## config.mk

```make
export PLATFORM = sky130hd
export DESIGN_NAME = iic_cfg_sequencer
export DESIGN_NICKNAME = d
export VERILOG_FILES = /design/src/rtl/iic_pkg.sv /design/src/rtl/sync_2ff.sv /design/src/rtl/iic_cfg_sequencer.sv
export SDC_FILE = /design/constraint.sdc
export NUM_CORES = 1
export LEC_CHECK = 0
export BUFFER_PORTS_ARGS = -buffer_cell sky130_fd_sc_hd__buf_2
export CORE_MARGIN = 8
export CORE_UTILIZATION = 54
export CTS_CLUSTER_DIAMETER = 40
export DETAILED_ROUTE_END_ITERATION = 10
export GPL_TIMING_DRIVEN = 0
export PLACE_DENSITY = 0.74
export SLEW_MARGIN = 20
export SYNTH_ARGS = -nofsm -noshare
export SYNTH_HDL_FRONTEND = slang
export SYNTH_HIERARCHICAL = 1
export SYNTH_SLANG_ARGS = --single-unit
```

## constraint.sdc

```tcl
create_clock -name clk_8m -period 2.8 [get_ports clk_8m]
set_input_delay 0.14 -clock clk_8m [delete_from_list [all_inputs] [get_ports clk_8m]]
set_output_delay 0.14 -clock clk_8m [all_outputs]
set_load 0.03 [all_outputs]
```

## src/rtl/iic_pkg.sv

```systemverilog
// Shared types and timing defaults for the I2C configuration path.
// The sequencer and the I2C config top both draw their clock ratio from here.
package iic_pkg;

    typedef enum logic [2:0] {
        PWRUP     = 3'd0,
        TRIG      = 3'd1,
        WAIT_ACK  = 3'd2,
        WAIT_DONE = 3'd3,
        GAP       = 3'd4,
        DONE      = 3'd5,
        FAIL      = 3'd6
    } seq_state_t;

    // clk_8m cycles per clk_i period of the I2C config top
    localparam int CLK_I_RATIO  = 20;
    localparam int MIN_TRIG_CYC = 2 * CLK_I_RATIO;

    localparam int DEF_PWRUP_CYC    = 8000;
    localparam int DEF_TRIG_CYC     = 64;
    localparam int DEF_ACK_TIMEOUT  = 200;
    localparam int DEF_DONE_TIMEOUT = 800000;
    localparam int DEF_RETRY_GAP    = 8000;
    localparam int DEF_MAX_RETRY    = 3;
    localparam int DEF_CNT_W        = 20;

endpackage

```

## src/rtl/sync_2ff.sv

```systemverilog
// Generic single-bit two-flop synchroniser for slow-domain status inputs.
// Synchronous active-low reset clears both stages.
module sync_2ff (
    input  logic clk,
    input  logic rst_n,
    input  logic d,
    output logic q
);

    logic meta;

    always_ff @(posedge clk) begin
        if (!rst_n) begin
            meta <= 1'b0;
            q    <= 1'b0;
        end else begin
            meta <= d;
            q    <= meta;
        end
    end

endmodule

```

## src/rtl/iic_cfg_sequencer.sv

```systemverilog
// Power-up / retry sequencer that triggers the I2C config top and
// watches its busy flag for start and completion within timeouts.
module iic_cfg_sequencer
    import iic_pkg::*;
#(
    parameter int PWRUP_CYC    = DEF_PWRUP_CYC,
    parameter int TRIG_CYC     = DEF_TRIG_CYC,
    parameter int ACK_TIMEOUT  = DEF_ACK_TIMEOUT,
    parameter int DONE_TIMEOUT = DEF_DONE_TIMEOUT,
    parameter int RETRY_GAP    = DEF_RETRY_GAP,
    parameter int MAX_RETRY    = DEF_MAX_RETRY,
    parameter int CNT_W        = DEF_CNT_W
) (
    input  logic       clk_8m,
    input  logic       rst_n,
    input  logic       cfg_req,
    input  logic       IIC_config_busy,
    output logic       IIC_en_tri,
    output logic       cfg_done,
    output logic       cfg_fail,
    output logic [1:0] attempt_cnt,
    output logic [2:0] seq_state
);

    localparam logic [CNT_W-1:0] LD_PWRUP = CNT_W'(PWRUP_CYC - 1);
    localparam logic [CNT_W-1:0] LD_TRIG  = CNT_W'(TRIG_CYC - 1);
    localparam logic [CNT_W-1:0] LD_ACK   = CNT_W'(ACK_TIMEOUT - 1);
    localparam logic [CNT_W-1:0] LD_DONE  = CNT_W'(DONE_TIMEOUT - 1);
    localparam logic [CNT_W-1:0] LD_GAP   = CNT_W'(RETRY_GAP - 1);
    localparam logic [1:0]       LAST_TRY = 2'(MAX_RETRY);

    seq_state_t       state;
    logic [CNT_W-1:0] cnt;
    logic             busy_s;
    logic             busy_prev;
    logic             rise;
    logic             fall;
    logic             expired;
    logic             edge_ok;

    sync_2ff u_sync (
        .clk   (clk_8m),
        .rst_n (rst_n),
        .d     (IIC_config_busy),
        .q     (busy_s)
    );

    assign rise      = busy_s & ~busy_prev;
    assign fall      = ~busy_s & busy_prev;
    assign expired   = (cnt == '0);
    assign edge_ok   = (state == WAIT_ACK) ? rise : fall;
    assign seq_state = state;

    always_ff @(posedge clk_8m) begin
        if (!rst_n) begin
            state       <= PWRUP;
            cnt         <= LD_PWRUP;
            busy_prev   <= 1'b0;
            IIC_en_tri  <= 1'b0;
            cfg_done    <= 1'b0;
            cfg_fail    <= 1'b0;
            attempt_cnt <= 2'd0;
        end else begin
            busy_prev <= busy_s;
            if (!expired) begin
                cnt <= cnt - 1'b1;
            end
            unique case (state)
                PWRUP, GAP: begin
                    if (expired) begin
                        state      <= TRIG;
                        cnt        <= LD_TRIG;
                        IIC_en_tri <= 1'b1;
                    end
                end
                TRIG: begin
                    if (expired) begin
                        state      <= WAIT_ACK;
                        cnt        <= LD_ACK;
                        IIC_en_tri <= 1'b0;
                    end
                end
                // an edge seen on the expiry cycle still counts as success
                WAIT_ACK, WAIT_DONE: begin
                    if (edge_ok) begin
                        if (state == WAIT_ACK) begin
                            state <= WAIT_DONE;
                            cnt   <= LD_DONE;
                        end else begin
                            state    <= DONE;
                            cfg_done <= 1'b1;
                        end
                    end else if (expired) begin
                        if (attempt_cnt >= LAST_TRY) begin
                            state    <= FAIL;
                            cfg_fail <= 1'b1;
                        end else begin
                            state       <= GAP;
                            cnt         <= LD_GAP;
                            attempt_cnt <= attempt_cnt + 2'd1;
                        end
                    end
                end
                DONE, FAIL: begin
                    if (cfg_req) begin
                        state       <= TRIG;
                        cnt         <= LD_TRIG;
                        IIC_en_tri  <= 1'b1;
                        cfg_done    <= 1'b0;
                        cfg_fail    <= 1'b0;
                        attempt_cnt <= 2'd0;
                    end
                end
                default: begin
                    state      <= PWRUP;
                    cnt        <= LD_PWRUP;
                    IIC_en_tri <= 1'b0;
                end
            endcase
        end
    end

endmodule

```

==> flow_metrics.env <==
export IMPL_outcome="finished clean"
export IMPL_hold_viol=0
export IMPL_synth_seq_cells=31
export IMPL_busiest_layer="met2"
export IMPL_antenna_found_initial=0
export IMPL_syn_nets=235
export IMPL_hpwl_um=3189
export IMPL_p_total_mw=0.7326
export IMPL_routabilityCongestion=0.9048
export IMPL_cp_endpoint="cnt[0]"
export IMPL_path_class="reg -> reg"
export IMPL_crit_path_end_kind="flip-flop"
export IMPL_cts_buffers_inserted=5
export IMPL_synth_ff_type="dfxtp_1"
export IMPL_clkTransAtPathRegs_ns=0.09
export IMPL_avgSynthCellArea_sq_um=8.100
export IMPL_ir_drop_v=0.0002551
export IMPL_area_growth_pct=10.50
export IMPL_synth_cell_types=48
export IMPL_yosysWarnings=6
export IMPL_grt_pass1_vias=1649
export IMPL_drc=0
export IMPL_track_usage_pct=17.31
export IMPL_period_needed_ns=2.760
export IMPL_placed_area_sq_um=1972
export IMPL_cts_hold_buffers=0
export IMPL_n_fill_cell=336
export IMPL_ys_seq_area_share_pct=33.60
export IMPL_ios=12
export IMPL_antennaDiodeCount=0
export IMPL_max_cap_violations=0
export IMPL_io_buffer_count=11
export IMPL_drt_wl_total_um=4276
export IMPL_dr_pass1_iters=4
export IMPL_synthCells=228
export IMPL_num_rows=21
export IMPL_ff2ff_path_depth=8
export IMPL_setup_slack_ns=0.03980
export IMPL_via_per_inst=5.828
export IMPL_start_util_pct=55.78
export IMPL_cts_tree="yes"
export IMPL_grt_max_degree=11
export IMPL_detail_route_wl_per_cell_um=14.69
export IMPL_cts_sinks=31
export IMPL_htree_levels=2
export IMPL_cp_max_fo=9
export IMPL_r2r_start="cnt[11]"
export IMPL_insertion_delay_ns=0.33
export IMPL_num_vias=1696
export IMPL_die_w_um=74.48
export IMPL_final_antenna_net_count=0
export IMPL_met1_usage_pct=19.83
export IMPL_critPathLaunchType="flip-flop"
export IMPL_cts_setup_buffers=0
export IMPL_cp_data_arrival_time_ns=2.96
export IMPL_rsz0062_at_grt="true"
export IMPL_p_leak_nw=0.7083
export IMPL_fin_skew_ns=0.01027
export IMPL_dieArea_sq_um=5547
export IMPL_rrSetupSlack_ns=0.04
export IMPL_coreArea_sq_um=3311
export IMPL_r2r_end="cnt[0]"
export IMPL_met3_usage_pct=5.121
export IMPL_crit_path_start="cnt[11]"
export IMPL_mostFrequentLayoutCell="dfxtp_1"
export IMPL_netlist_area_sq_um=1847
export IMPL_cts_buffer_depth=2
export IMPL_drt_iter0_markers=65
export IMPL_fp_dieH_um=74.48
export IMPL_grt_overflow=0
export IMPL_power_density_nw_per_um2=359.0
export IMPL_grt_met2_usage_pct=29.04
export IMPL_design_area_sq_um=2041
export IMPL_finalNetCount=253
export IMPL_synth_edf_count=0
export IMPL_slew_violations=0
export IMPL_place_ws_ns=-0.1395
export IMPL_finalSetupViolCount=0
export IMPL_maxSlewHeadroom_pct=28.81
export IMPL_critPathRequiredTime_ns=3.00
export IMPL_clockRootBuffer="clkbuf_4"
export IMPL_hp_class="in -> reg"
export IMPL_grt_pass1_wl_um=7445
export IMPL_timing_fmax_ghz=0.3623
export IMPL_worst_slew_pin_slew_ns=1.060
export IMPL_period_share_pct=98.58
export IMPL_layout_common_cells="30 x dfxtp_1, 19 x o21ai_0, 17 x nand2_1, 16 x nor2_1, 15 x nor3_1"
export IMPL_synthArstFlopShare_pct=0
export IMPL_drive_gt1_share_pct=14.69
-- through the flow --
step           hold WS [ns]  util (%)  TNS (ns)  std cells
2_1_floorplan        0.2617         -         0        228
3_3_place_gp         0.3521     59.56   -0.1380        285
3_5_place_dp         0.3575     59.56   -0.1746        285
4_1_cts             0.01190     61.11         0        291
5_1_grt            0.009120     61.64  -0.05892        291
6_report            0.02593     61.64         0        291
-- critical path, cell delays in order, from the launching register on --
cell and delay (ns):
dfxtp_2 0.35, or4_4 0.53, or3_4 0.38, buf_6 0.14, or3_4 0.38, ha_4 0.24
or3_1 0.37, a21oi_2 0.14, o311ai_1 0.11
-- cell usage after synthesis (all sizes together) (4+ instances only) --
library cell | number | share of area, %
mux2i | 4 | 2.2
nor2b | 4 | 1.4
dfxtp | 31 | 34
clkbuf | 5 | 1.0
or3 | 8 | 3.1
nor4 | 5 | 2.5
buf | 6 | 2.3
o21ai | 20 | 5.4
xnor2 | 13 | 6.2
nor2 | 16 | 3.3
nand2 | 17 | 3.5
inv | 4 | 0.81
nor3 | 16 | 4.3
nand3 | 5 | 1.4
a21oi | 12 | 3.3
and2 | 7 | 2.4
a31oi | 5 | 1.7
a211oi | 6 | 2.4
nand2b | 4 | 1.4
-- power breakdown --
group	switching [mW]	leakage (nW)	internal, mW
logic	0.0266	0.434	0.0227
registers	0.00688	0.251	0.447
clock network	0.141	0.0242	0.0891
-- flip-flops by register name (all words and copies together) (netlist names) --
name	cells
cfg_done	1
u_sync/meta	1
seq_state	3
attempt_cnt	2
IIC_en_tri	1
cnt	20
cfg_fail	1
busy_prev	1
u_sync/q	1
-- kinds of logic after synthesis --
kind of cell / Yosys count / share of synthesized area (%)
adders and majority gates: 3 / 2.033
and+or+nand+nor: 97 / 29.40
DFF: 31 / 33.60
xor gates and xnor gates: 15 / 7.114
AOI/OAI and AO/OA: 63 / 21.55
buffers and inverters: 15 / 4.133
muxes: 4 / 2.168
-- worst min path at each step --
stage	start	endpoint	slack (ns)	cells after the start
2_1_floorplan	rst_n	u_sync/meta	0.26	1
3_3_place_gp	IIC_config_busy	u_sync/meta	0.35	2
3_5_place_dp	IIC_config_busy	u_sync/meta	0.36	2
4_1_cts	IIC_config_busy	u_sync/meta	0.01	2
5_1_grt	IIC_config_busy	u_sync/meta	0.009	2
6_report	IIC_config_busy	u_sync/meta	0.03	2
-- timing repair --
item                       4_1_cts  5_1_grt
setup endpoints to repair        3        8
pin swaps                        0        1
gates resized for setup          3        5
-- metal layers --
metal,up-vias,wire length [um]
met5,-,0
met3,10,222
met2,51,2004
met4,0,89
li1,866,-
met1,769,1960
-- cell type report --
type / instances / area (sq um) / area share (%)
Buffer: 11 / 61.31 / 3.004
Sequential cell: 31 / 621.8 / 30.47
Inverter: 4 / 15.01 / 0.7357
Clock buffer: 6 / 41.29 / 2.023
Tap cell: 46 / 57.56 / 2.820
Timing Repair Buffer: 11 / 55.05 / 2.698
Multi-Input combinational cell: 182 / 1189 / 58.25
(Power assumes the default switching activity.)
